<file path="config.mk">
export PLATFORM = sky130hd
export DESIGN_NAME = vgachargen_scroll_ctrl_flat
export DESIGN_NICKNAME = d
export VERILOG_FILES = /design/src/rtl/vgachargen_scroll_ctrl_if.sv /design/src/rtl/vgachargen_scroll_ctrl.sv /design/src/flat_wrapper.sv
export SDC_FILE = /design/constraint.sdc
export NUM_CORES = 1
export LEC_CHECK = 0
export CELL_PAD_IN_SITES_DETAIL_PLACEMENT = 0
export CELL_PAD_IN_SITES_GLOBAL_PLACEMENT = 1
export CORE_ASPECT_RATIO = 1.2
export CORE_MARGIN = 3
export CORE_UTILIZATION = 31
export CTS_BUF_LIST = sky130_fd_sc_hd__clkbuf_4 sky130_fd_sc_hd__clkbuf_8
export CTS_CLUSTER_DIAMETER = 150
export CTS_CLUSTER_SIZE = 30
export DETAILED_ROUTE_END_ITERATION = 6
export PLACE_DENSITY = 0.78
export SLEW_MARGIN = 25
export SYNTH_ARGS = -nofsm -noshare
export SYNTH_HDL_FRONTEND = slang
export SYNTH_SLANG_ARGS = --single-unit
</file>
<file path="constraint.sdc">
create_clock -name clk_i -period 1.96 [get_ports clk_i]
set_clock_uncertainty 0.15 [all_clocks]
set_input_delay 0.294 -clock clk_i [delete_from_list [all_inputs] [get_ports clk_i]]
set_output_delay 0.294 -clock clk_i [all_outputs]
set_load 0.05 [all_outputs]
</file>
<file path="src/rtl/vgachargen_scroll_ctrl_if.sv">
// rtl/vgachargen_scroll_ctrl_if.sv - command, host and map port bundle for the scroll controller

interface vgachargen_scroll_ctrl_if #(
  parameter int AW = 12
);
  logic          cmd_valid_i;
  logic          cmd_ready_o;
  logic          cmd_op_i;
  logic [4:0]    cmd_lines_i;
  logic [7:0]    cmd_ch_i;
  logic [7:0]    cmd_col_i;
  logic          busy_o;
  logic          done_o;
  logic          host_req_i;
  logic          host_we_i;
  logic [AW-1:0] host_addr_i;
  logic [7:0]    host_ch_i;
  logic [7:0]    host_col_i;
  logic          host_gnt_o;
  logic          host_rvalid_o;
  logic [7:0]    host_ch_o;
  logic [7:0]    host_col_o;
  logic [AW-1:0] map_addr_o;
  logic          map_wen_o;
  logic [7:0]    map_ch_o;
  logic [7:0]    map_col_o;
  logic [7:0]    map_ch_i;
  logic [7:0]    map_col_i;

  modport slave (
    input  cmd_valid_i, cmd_op_i, cmd_lines_i, cmd_ch_i, cmd_col_i,
    input  host_req_i, host_we_i, host_addr_i, host_ch_i, host_col_i,
    input  map_ch_i, map_col_i,
    output cmd_ready_o, busy_o, done_o,
    output host_gnt_o, host_rvalid_o, host_ch_o, host_col_o,
    output map_addr_o, map_wen_o, map_ch_o, map_col_o
  );

  modport master (
    output cmd_valid_i, cmd_op_i, cmd_lines_i, cmd_ch_i, cmd_col_i,
    output host_req_i, host_we_i, host_addr_i, host_ch_i, host_col_i,
    output map_ch_i, map_col_i,
    input  cmd_ready_o, busy_o, done_o,
    input  host_gnt_o, host_rvalid_o, host_ch_o, host_col_o,
    input  map_addr_o, map_wen_o, map_ch_o, map_col_o
  );
endinterface

</file>
<file path="src/rtl/vgachargen_scroll_ctrl.sv">
// rtl/vgachargen_scroll_ctrl.sv - clear/scroll-up sequencer and host arbiter for the text map port

module vgachargen_scroll_ctrl #(
  parameter int COLS = 80,
  parameter int ROWS = 30,
  parameter int AW   = 12
) (
  input  logic                    clk_i,
  input  logic                    rstn_i,
  vgachargen_scroll_ctrl_if.slave bus
);

  localparam int            TOTAL = COLS * ROWS;
  localparam logic [AW-1:0] LAST  = AW'(TOTAL - 1);

  typedef enum logic [2:0] {
    IDLE,
    COPY_RD,
    COPY_WR,
    FILL,
    DONE
  } state_t;

  state_t        state_q, state_d;
  logic [AW-1:0] src_q, dst_q, copy_last_q;
  logic [7:0]    fill_ch_q, fill_col_q;
  logic          rvalid_q;

  logic          host_gnt;
  logic          lines_clamp;
  logic [AW-1:0] shift_cells;
  logic [AW-1:0] map_addr;
  logic          map_wen;
  logic [7:0]    map_ch, map_col;

  // N >= ROWS degenerates to a clear, so the product only ever sees 0..ROWS-1
  assign lines_clamp = (32'(bus.cmd_lines_i) >= ROWS);
  assign shift_cells = lines_clamp ? '0 : AW'(32'(bus.cmd_lines_i) * COLS);

  // The read in COPY_RD and its write in COPY_WR must not be split by a host cycle
  assign host_gnt = bus.host_req_i && (state_q != COPY_WR);

  always_comb begin
    state_d = state_q;
    case (state_q)
      IDLE: begin
        if (bus.cmd_valid_i) begin
          if (!bus.cmd_op_i || lines_clamp) state_d = FILL;
          else if (bus.cmd_lines_i == 5'd0) state_d = DONE;
          else                               state_d = COPY_RD;
        end
      end
      COPY_RD: if (!host_gnt) state_d = COPY_WR;
      COPY_WR: state_d = (dst_q == copy_last_q) ? FILL : COPY_RD;
      FILL:    if (!host_gnt && (dst_q == LAST)) state_d = DONE;
      DONE:    state_d = IDLE;
      default: state_d = IDLE;
    endcase
  end

  always_comb begin
    map_addr = '0;
    map_wen  = 1'b0;
    map_ch   = 8'h00;
    map_col  = 8'h00;
    if (host_gnt) begin
      map_addr = bus.host_addr_i;
      map_wen  = bus.host_we_i;
      if (bus.host_we_i) begin
        map_ch  = bus.host_ch_i;
        map_col = bus.host_col_i;
      end
    end else begin
      case (state_q)
        COPY_RD: map_addr = src_q;
        COPY_WR: begin
          map_addr = dst_q;
          map_wen  = 1'b1;
          map_ch   = bus.map_ch_i;
          map_col  = bus.map_col_i;
        end
        FILL: begin
          map_addr = dst_q;
          map_wen  = 1'b1;
          map_ch   = fill_ch_q;
          map_col  = fill_col_q;
        end
        default: ;
      endcase
    end
  end

  // dst_q doubles as the fill pointer: the copy phase ends exactly where the fill begins
  always_ff @(posedge clk_i or negedge rstn_i) begin
    if (!rstn_i) begin
      state_q     <= IDLE;
      src_q       <= '0;
      dst_q       <= '0;
      copy_last_q <= '0;
      fill_ch_q   <= 8'h00;
      fill_col_q  <= 8'h00;
      rvalid_q    <= 1'b0;
    end else begin
      state_q  <= state_d;
      rvalid_q <= host_gnt && !bus.host_we_i;
      case (state_q)
        IDLE: begin
          if (bus.cmd_valid_i) begin
            fill_ch_q   <= bus.cmd_ch_i;
            fill_col_q  <= bus.cmd_col_i;
            dst_q       <= '0;
            src_q       <= shift_cells;
            copy_last_q <= LAST - shift_cells;
          end
        end
        COPY_WR: begin
          src_q <= src_q + AW'(1);
          dst_q <= dst_q + AW'(1);
        end
        FILL: if (!host_gnt) dst_q <= dst_q + AW'(1);
        default: ;
      endcase
    end
  end

  assign bus.cmd_ready_o   = (state_q == IDLE);
  assign bus.busy_o        = (state_q != IDLE);
  assign bus.done_o        = (state_q == DONE);
  assign bus.host_gnt_o    = host_gnt;
  assign bus.host_rvalid_o = rvalid_q;
  assign bus.host_ch_o     = rvalid_q ? bus.map_ch_i  : 8'h00;
  assign bus.host_col_o    = rvalid_q ? bus.map_col_i : 8'h00;
  assign bus.map_addr_o    = map_addr;
  assign bus.map_wen_o     = map_wen;
  assign bus.map_ch_o      = map_ch;
  assign bus.map_col_o     = map_col;

endmodule

</file>
<file path="src/flat_wrapper.sv">
// flat-port wrapper written by rule: the top's interface ports become plain ports
module vgachargen_scroll_ctrl_flat 
#(
  parameter int COLS = 80,
  parameter int ROWS = 30,
  parameter int AW   = 12
)
  (clk_i, rstn_i, bus_cmd_valid_i, bus_cmd_op_i, bus_cmd_lines_i, bus_cmd_ch_i, bus_cmd_col_i, bus_host_req_i, bus_host_we_i, bus_host_addr_i, bus_host_ch_i, bus_host_col_i, bus_map_ch_i, bus_map_col_i, bus_cmd_ready_o, bus_busy_o, bus_done_o, bus_host_gnt_o, bus_host_rvalid_o, bus_host_ch_o, bus_host_col_o, bus_map_addr_o, bus_map_wen_o, bus_map_ch_o, bus_map_col_o);
  vgachargen_scroll_ctrl_if #(.AW(AW)) bus_i ();
  input  logic clk_i;
  input  logic rstn_i;
  input wire logic [$bits(bus_i.cmd_valid_i)-1:0] bus_cmd_valid_i;
  input wire logic [$bits(bus_i.cmd_op_i)-1:0] bus_cmd_op_i;
  input wire logic [$bits(bus_i.cmd_lines_i)-1:0] bus_cmd_lines_i;
  input wire logic [$bits(bus_i.cmd_ch_i)-1:0] bus_cmd_ch_i;
  input wire logic [$bits(bus_i.cmd_col_i)-1:0] bus_cmd_col_i;
  input wire logic [$bits(bus_i.host_req_i)-1:0] bus_host_req_i;
  input wire logic [$bits(bus_i.host_we_i)-1:0] bus_host_we_i;
  input wire logic [$bits(bus_i.host_addr_i)-1:0] bus_host_addr_i;
  input wire logic [$bits(bus_i.host_ch_i)-1:0] bus_host_ch_i;
  input wire logic [$bits(bus_i.host_col_i)-1:0] bus_host_col_i;
  input wire logic [$bits(bus_i.map_ch_i)-1:0] bus_map_ch_i;
  input wire logic [$bits(bus_i.map_col_i)-1:0] bus_map_col_i;
  output wire logic [$bits(bus_i.cmd_ready_o)-1:0] bus_cmd_ready_o;
  output wire logic [$bits(bus_i.busy_o)-1:0] bus_busy_o;
  output wire logic [$bits(bus_i.done_o)-1:0] bus_done_o;
  output wire logic [$bits(bus_i.host_gnt_o)-1:0] bus_host_gnt_o;
  output wire logic [$bits(bus_i.host_rvalid_o)-1:0] bus_host_rvalid_o;
  output wire logic [$bits(bus_i.host_ch_o)-1:0] bus_host_ch_o;
  output wire logic [$bits(bus_i.host_col_o)-1:0] bus_host_col_o;
  output wire logic [$bits(bus_i.map_addr_o)-1:0] bus_map_addr_o;
  output wire logic [$bits(bus_i.map_wen_o)-1:0] bus_map_wen_o;
  output wire logic [$bits(bus_i.map_ch_o)-1:0] bus_map_ch_o;
  output wire logic [$bits(bus_i.map_col_o)-1:0] bus_map_col_o;
  assign bus_i.cmd_valid_i = bus_cmd_valid_i;
  assign bus_i.cmd_op_i = bus_cmd_op_i;
  assign bus_i.cmd_lines_i = bus_cmd_lines_i;
  assign bus_i.cmd_ch_i = bus_cmd_ch_i;
  assign bus_i.cmd_col_i = bus_cmd_col_i;
  assign bus_i.host_req_i = bus_host_req_i;
  assign bus_i.host_we_i = bus_host_we_i;
  assign bus_i.host_addr_i = bus_host_addr_i;
  assign bus_i.host_ch_i = bus_host_ch_i;
  assign bus_i.host_col_i = bus_host_col_i;
  assign bus_i.map_ch_i = bus_map_ch_i;
  assign bus_i.map_col_i = bus_map_col_i;
  assign bus_cmd_ready_o = bus_i.cmd_ready_o;
  assign bus_busy_o = bus_i.busy_o;
  assign bus_done_o = bus_i.done_o;
  assign bus_host_gnt_o = bus_i.host_gnt_o;
  assign bus_host_rvalid_o = bus_i.host_rvalid_o;
  assign bus_host_ch_o = bus_i.host_ch_o;
  assign bus_host_col_o = bus_i.host_col_o;
  assign bus_map_addr_o = bus_i.map_addr_o;
  assign bus_map_wen_o = bus_i.map_wen_o;
  assign bus_map_ch_o = bus_i.map_ch_o;
  assign bus_map_col_o = bus_i.map_col_o;
  vgachargen_scroll_ctrl #(.COLS(COLS), .ROWS(ROWS), .AW(AW)) u_core (.clk_i(clk_i), .rstn_i(rstn_i), .bus(bus_i));
endmodule
</file>
# Word-level counts from Yosys, hierarchy flattened
# Cells that the tools add are included.
[classes]
n_lt_le_gt_ge = 1
n_bitwise = 0
shifts = 0
add_sub_neg = 3
mux = 25
div = 0
reduce_logical = 17
eq_ne = 11
n_mul = 1
[op_table]
columns = ["operator", "n"]
rows = [
  ["$mux 12", 5],
  ["$mux 8", 6],
  ["$pmux 12 s2", 2],
  ["$pmux 12 s3", 1],
  ["$pmux 8 s2", 2],
  ["$add 12x1->12 const B", 2],
  ["$mux 3", 5],
  ["$eq 12x12->1", 1],
  ["$eq 12x12->1 const B", 1],
  ["$pmux 3 s4", 1],
  ["$sub 12x12->12 const A", 1],
  ["$mul 5x3->8 const B", 1],
  ["$eq 3x2->1 const B", 2],
  ["$ne 2x2->1 const B", 3],
  ["$reduce_and 3->1", 2],
  ["$reduce_bool 3->1", 2],
  ["$ge 5x5->1 const B", 1],
  ["$logic_not 5->1", 1],
  ["$reduce_and 2->1", 2],
  ["$eq 3x1->1 const B", 1],
  ["$eq 3x3->1 const B", 1],
  ["$logic_and 1x1->1", 3],
  ["$logic_not 1->1", 3],
  ["$logic_not 3->1", 1],
  ["7 further kinds", 8],
]
[word_totals]
mem_count = 0
elab_cells = 65
latchBits = 0
output_inout_bits = 50
rom_bits = 0
register_bits = 56
mem_bits_rw = 0

# Longest topological paths before layout
# Gate-level depths: netlist of the first run.
[logic_depth]
ltp_word = 6
ltp_mapped = 9
ltp_nobuf = 8

# Worst setup path after synthesis of the first run
# OpenSTA, ideal clock, no wires.
[synth_path]
path_type = "register to register"
startpoint = "reg u_core.state_q[1]"
endpoint = "reg u_core.copy_last_q[10]"
arrival_ns = 2.283
n_path_buf = 2
stages_incl_launch_ff = 8
period_less_slack_ns = 2.561
setup_time_ns = 0.128
slack_ns = -0.601
cell_sequence = "dfrtp_1 > buf_2 > or3_1 > inv_1 > nand2_2 > buf_2 > a222oi_1 > nand2_1"
[synth_between]
elab_chain_len = 2
[synth_rtl]
columns = ["element", "line_no", "source"]
rows = [
  ["start, declared", "vgachargen_scroll_ctrl.sv:24", "state_t state_q, state_d;"],
  ["start signal, assigned", "vgachargen_scroll_ctrl.sv:104", "state_q <= state_d;"],
  ["$logic_not 3->1", "--", ""],
  ["via bus_cmd_ready_o", "flat_wrapper.sv:24", "output wire logic [$bits(bus_i.cmd_ready_o)-1:0] bus_cmd_ready_o;"],
  ["$reduce_and 2->1 (no line)", "--", ""],
  ["end signal, assigned", "vgachargen_scroll_ctrl.sv:113", "copy_last_q <= LAST - shift_cells;"],
  ["end, declared", "vgachargen_scroll_ctrl.sv:25", "logic [AW-1:0] src_q, dst_q, copy_last_q;"],
]
# The timed path passes the listed nets, and every way through them passes these cells.
# A chain may end at the register's enable or synchronous reset.

# Final worst setup path of the first run
[layout_path]
startpoint = "in bus_host_req_i"
endpoint = "out bus_map_addr_o[0]"
[layout_between]
elab_chain_len = 2
[layout_rtl]
columns = ["element", "line_no", "source"]
rows = [
  ["start, declared", "flat_wrapper.sv:17", "input wire logic [$bits(bus_i.host_req_i)-1:0] bus_host_req_i;"],
  ["$logic_and 1x1->1", "vgachargen_scroll_ctrl.sv:41", "assign host_gnt = bus.host_req_i && (state_q != COPY_WR);"],
  ["$mux 12", "vgachargen_scroll_ctrl.sv:66", "if (host_gnt) begin"],
  ["end, declared", "flat_wrapper.sv:31", "output wire logic [$bits(bus_i.map_addr_o)-1:0] bus_map_addr_o;"],
]
# Every way passes these cells.

==> summary.md, run 1 <==
| Metric | Value |
|---|---|
| Vias in the first global route | approximately 3800 |
| CP required | 1.52 ns |
| Total GRT Usage | 19.29% |
| Syn_area_per_cell | 8.607 sq um |
| Switching power | roughly 3.8 mW |
| Ports | 121 |
| Core area | about 11000 sq um |
| GR Overflow Total | 0 |
| NumNets Final | 673 |
| Adder-cell share of the synthesized area | 3.795% |
| Initial Util | 32.44% |
| Compound-gate portion of the synthesized area | 18.76% |
| Sw Ratio | 44.66% |
| Synth cell types | 54 |
| CP endpoint kind | output port |
| Reg power frac | 22.9% |
| Initial antenna violation count | 0 |
| Drt wl/cell | ~18 um |
| Simple-gate share of the synthesized area | 27.82% |
| WP buf/inv | 4 |
| RePlAce Congestion | between 0.8 and 0.9 |
| Final hold viol count | 0 |
| Cell taking the most area after synthesis | dfrtp_1 |
| Critical Path AT | 2.08 ns |
| Clock Latency Late Sink | 0.32 ns |
| Max-Cap Viols | 0 |
| H-tree depth | 2 |
| Hold path start | bus_cmd_lines_i[1] |
| HPWL Detailed | 9217 um |
| Final wirelength | 13010 um |
| Startpoint Class | input pin |
| Hold crit path type | input pin to flip-flop |
| R2r setup slk | -0.22 ns |
| Sequence of cells on the critical path | clkdlybuf4s50_1 > nand2_4 > buf_4 > buf_12 > and3_1 > a221o_2 > buf_12 |
| Failing checks | negative setup slack |
| CP dominant cell by count | buf_12 |
| Gate power share | ~70% |
| Post-Syn Instances | 406 |
| Min setup slack post-route | -0.5669 ns |
| Int Pwr | approximately 4.7 mW |
| Synthesized cell area | 3495 sq um |
| Crit path largest cell delay | between 0.7 and 0.8 ns |
| Cell family with most CP delay | buffers and inverters |
| Slowest CP cell | clkdlybuf4s50_1 |
| Post-DRT Antenna Nets | 0 |
| TritonRoute pass-1 iters | 7 |
| XOR/XNOR share of the synthesized area | 5.263% |
| Post-Place Cells | 687 |
| TNS Setup | -17.92 ns |
| RSZ-0062 raised after global routing | true |
| Max Freq | 0.3957 GHz |
| Mux contribution to synthesized area | 0% |
| Fin cells | between 700 and 800 |
| Final setup violation count | 67 |
| Place WS | -0.8671 ns |
| Minimum clock period | 2.527 ns |
| EDFF count, synth | 0 |
| Total CTS buffers | 5 |
| Worst r2r src | u_core.state_q[0] |
| Ys flop type | dfrtp_1 |
| Synth Warn # | 0 |
| Root Buffer | clkbuf_8 |
| Die H | 122.3 um |
| Clock-pin slew on the worst setup and hold paths | 0.09 ns |
| Reg2Reg Depth | 9 |
| Asr flop ratio synth | 100.0% |
| Largest net degree at the start of global routing | 54 |
| Global-route wire length before repair | 19260 um |
| Syn-to-layout area delta | 85.21% |
| Clk pwr share | 7.5% |
| Yosys top cell area share | 37.95% |
| Tcrit/Tclk final | 128.9% |
| Worst r2r dst | u_core.copy_last_q[10] |
| Synth top area cells | dfrtp_1 (38%), nand2_1 (8.3%), a222oi_1 (4.9%) |
| Vias | 3863 |
| Layout cells sized above 1 | between 40% and 50% |
| Row cnt | 41 |
| Clk sink count | 53 |
| Max Slew Vio Count | 0 |
| Seq/Total Area, Yosys | 37.95% |
| Starting DRC count in detailed routing | 245 |
| Die Span X | around 100 um |
| Post-Syn Nets | a little under 500 |
| Leak Pwr | 2.918 nW |
| Slew HR | 66.57% |
| Number of vias per cell | 5.350 |
| IO Port Bufs | 120 |
| Crit Path Class | input pin to output port |
| Inserted Diodes | 0 |
| WHS Endpoint | u_core.copy_last_q[5] |
| CTS tree | yes |
| Largest family of logic cells by synthesized area | simple AND/OR/NAND/NOR gates |
| Power per cell area | 1324 nW/um^2 |
| Worst-margin pin slew | 0.5014 ns |
| Outcome | finished with violations |
| Hold path cells | 3 |
| Fin Hold WS | 0.1901 ns |
| VDD IR max | about 0.9 mV |
| Clk buf depth | 2 |
| Critical path peak fanout | 12 |
| DRC viols | 0 |
| Die area | 12590 sq um |
| Register bit count reported by yosys | 53 |
[cell type report]
| class | count | area, sq um |
|---|---|---|
| fillers | 898 | 4300 |
| well taps | 129 | 161.4 |
| clock inverters | 2 | 10.01 |
| clock buffers | 6 | 76.32 |
| repair buffers | 204 | 2524 |
| multi-input cells | 308 | 2291 |
| flip-flops and latches | 53 | 1329 |
| inverters | 20 | 81.33 |
[worst max path at each step]
stage / from / to / slack, ns / cells past startpoint
6_report: bus_host_req_i / bus_map_addr_o[0] / -0.57 / 7
5_1_grt: bus_host_req_i / bus_map_addr_o[10] / -0.61 / 7
4_1_cts: u_core.state_q[1] / bus_map_col_o[5] / -0.51 / 5
3_5_place_dp: bus_cmd_lines_i[1] / u_core.copy_last_q[11] / -0.87 / 9
3_3_place_gp: bus_cmd_lines_i[1] / u_core.copy_last_q[11] / -0.75 / 8
2_1_floorplan: u_core.state_q[0] / bus_map_ch_o[5] / -0.37 / 8
[timing repair]
| action | CTS | global route |
|---|---|---|
| gates resized for setup | 60 | 59 |
| hold buffers | 1 | 0 |
| cloned | 3 | 4 |
| setup buffers | 12 | 9 |
| hold endpoints to repair | 53 | 0 |
| pin swaps | 20 | 18 |
| setup endpoints to repair | 46 | 67 |
[layer usage]
| layer | track usage, % | share of wire (%) | wire length, um |
|---|---|---|---|
| met3 | 4.719 | 6.6 | 856 |
| met1 | 23.48 | 40 | 5191 |
| met5 | 0 | 0 | 0 |
| met4 | 4.939 | 1.7 | 224 |
| met2 | 33.79 | 52 | 6735 |
[registers in the layout, indices dropped and copies added (netlist names)]
| register | cells |
|---|---|
| u_core.dst_q | 12 |
| u_core.state_q | 3 |
| u_core.src_q | 12 |
| u_core.bus.host_rvalid_o | 1 |
| u_core.fill_ch_q | 8 |
| u_core.copy_last_q | 9 |
| u_core.fill_col_q | 8 |
[worst reg2reg max path: cells and delay by family, from the launching register on]
family | cells | cell delay, ns
AND/OR/NAND/NOR | 3 | 0.55
buffers and inverters | 5 | 0.60
flip-flops | 1 | 0.40
AO/OA/AOI/OAI | 1 | 0.35
[per-stage QoR]
step	power (mW)	cell area (sq um)	util (%)
global placement	7.015	5778	53.64
floorplan	4.650	3560	-
finish	8.570	6472	60.08
detailed placement	7.095	5778	53.64
global route	9.043	6472	60.08
CTS	8.158	6190	57.46
[placed cells by master, fill, tap and decap left out, types with 3 or more instances in the layout]
master,n
nand2_1,64
clkdlybuf4s50_1,64
buf_12,58
buf_4,56
dfrtp_1,51
nor2_1,22
and2_1,18
a222oi_1,17
buf_6,17
inv_2,16
and3_1,16
a221o_2,12
xnor2_1,11
nand2_2,9
xor2_1,9
a21oi_1,8
nand3_1,8
o21ai_1,7
nor3_1,7
o21ai_0,6
a21oi_2,6
nand4_1,5
nand2_4,5
clkbuf_8,5
and3_4,4
a31oi_1,4
ha_4,4
ha_1,4
buf_2,4
or4_1,3
a21o_1,3
o211ai_1,3
[cell families after synthesis]
kind of cell / count (synthesis)
adders and majority gates: 10
AOI/OAI and AO/OA: 85
xor gates and xnor gates: 21
and+or+nand+nor: 190
buffers and inverters: 47
DFF: 53
[cell usage after synthesis, types with 3 or more instances]
| cell | count |
|---|---|
| a31oi_1 | 4 |
| buf_2 | 5 |
| xor2_1 | 10 |
| nand3_1 | 9 |
| o211ai_1 | 3 |
| a221o_1 | 13 |
| inv_1 | 19 |
| or4_1 | 5 |
| dfrtp_1 | 53 |
| nand4_1 | 5 |
| buf_6 | 4 |
| and3_1 | 18 |
| o21ai_0 | 14 |
| nor4_1 | 4 |
| clkbuf_1 | 17 |
| a21oi_1 | 13 |
| a222oi_1 | 17 |
| nor3_1 | 8 |
| a21o_1 | 4 |
| nand2_1 | 77 |
| nor2_1 | 25 |
| ha_1 | 9 |
| or2_2 | 3 |
| and2_1 | 20 |
| xnor2_1 | 11 |
[power by group through the flow]
stage          clock network (mW)  logic, mW  registers, mW
2_1_floorplan                   0       2.85           1.80
3_3_place_gp                    0       5.07           1.95
3_5_place_dp                    0       5.14           1.95
4_1_cts                     0.656       5.57           1.93
5_1_grt                     0.711       6.32           2.01
6_report                    0.639       5.97           1.97
No activity file was read; power rests on OpenSTA's default activity.
==> inputs of run 2 (changes only) <==
CTS_BUF_LIST = sky130_fd_sc_hd__clkbuf_2 sky130_fd_sc_hd__clkbuf_4 sky130_fd_sc_hd__clkbuf_8   (was sky130_fd_sc_hd__clkbuf_4 sky130_fd_sc_hd__clkbuf_8)
==> results of run 2 <==
Same layout as run 1: the final DEF is identical, and so are final timing and power.
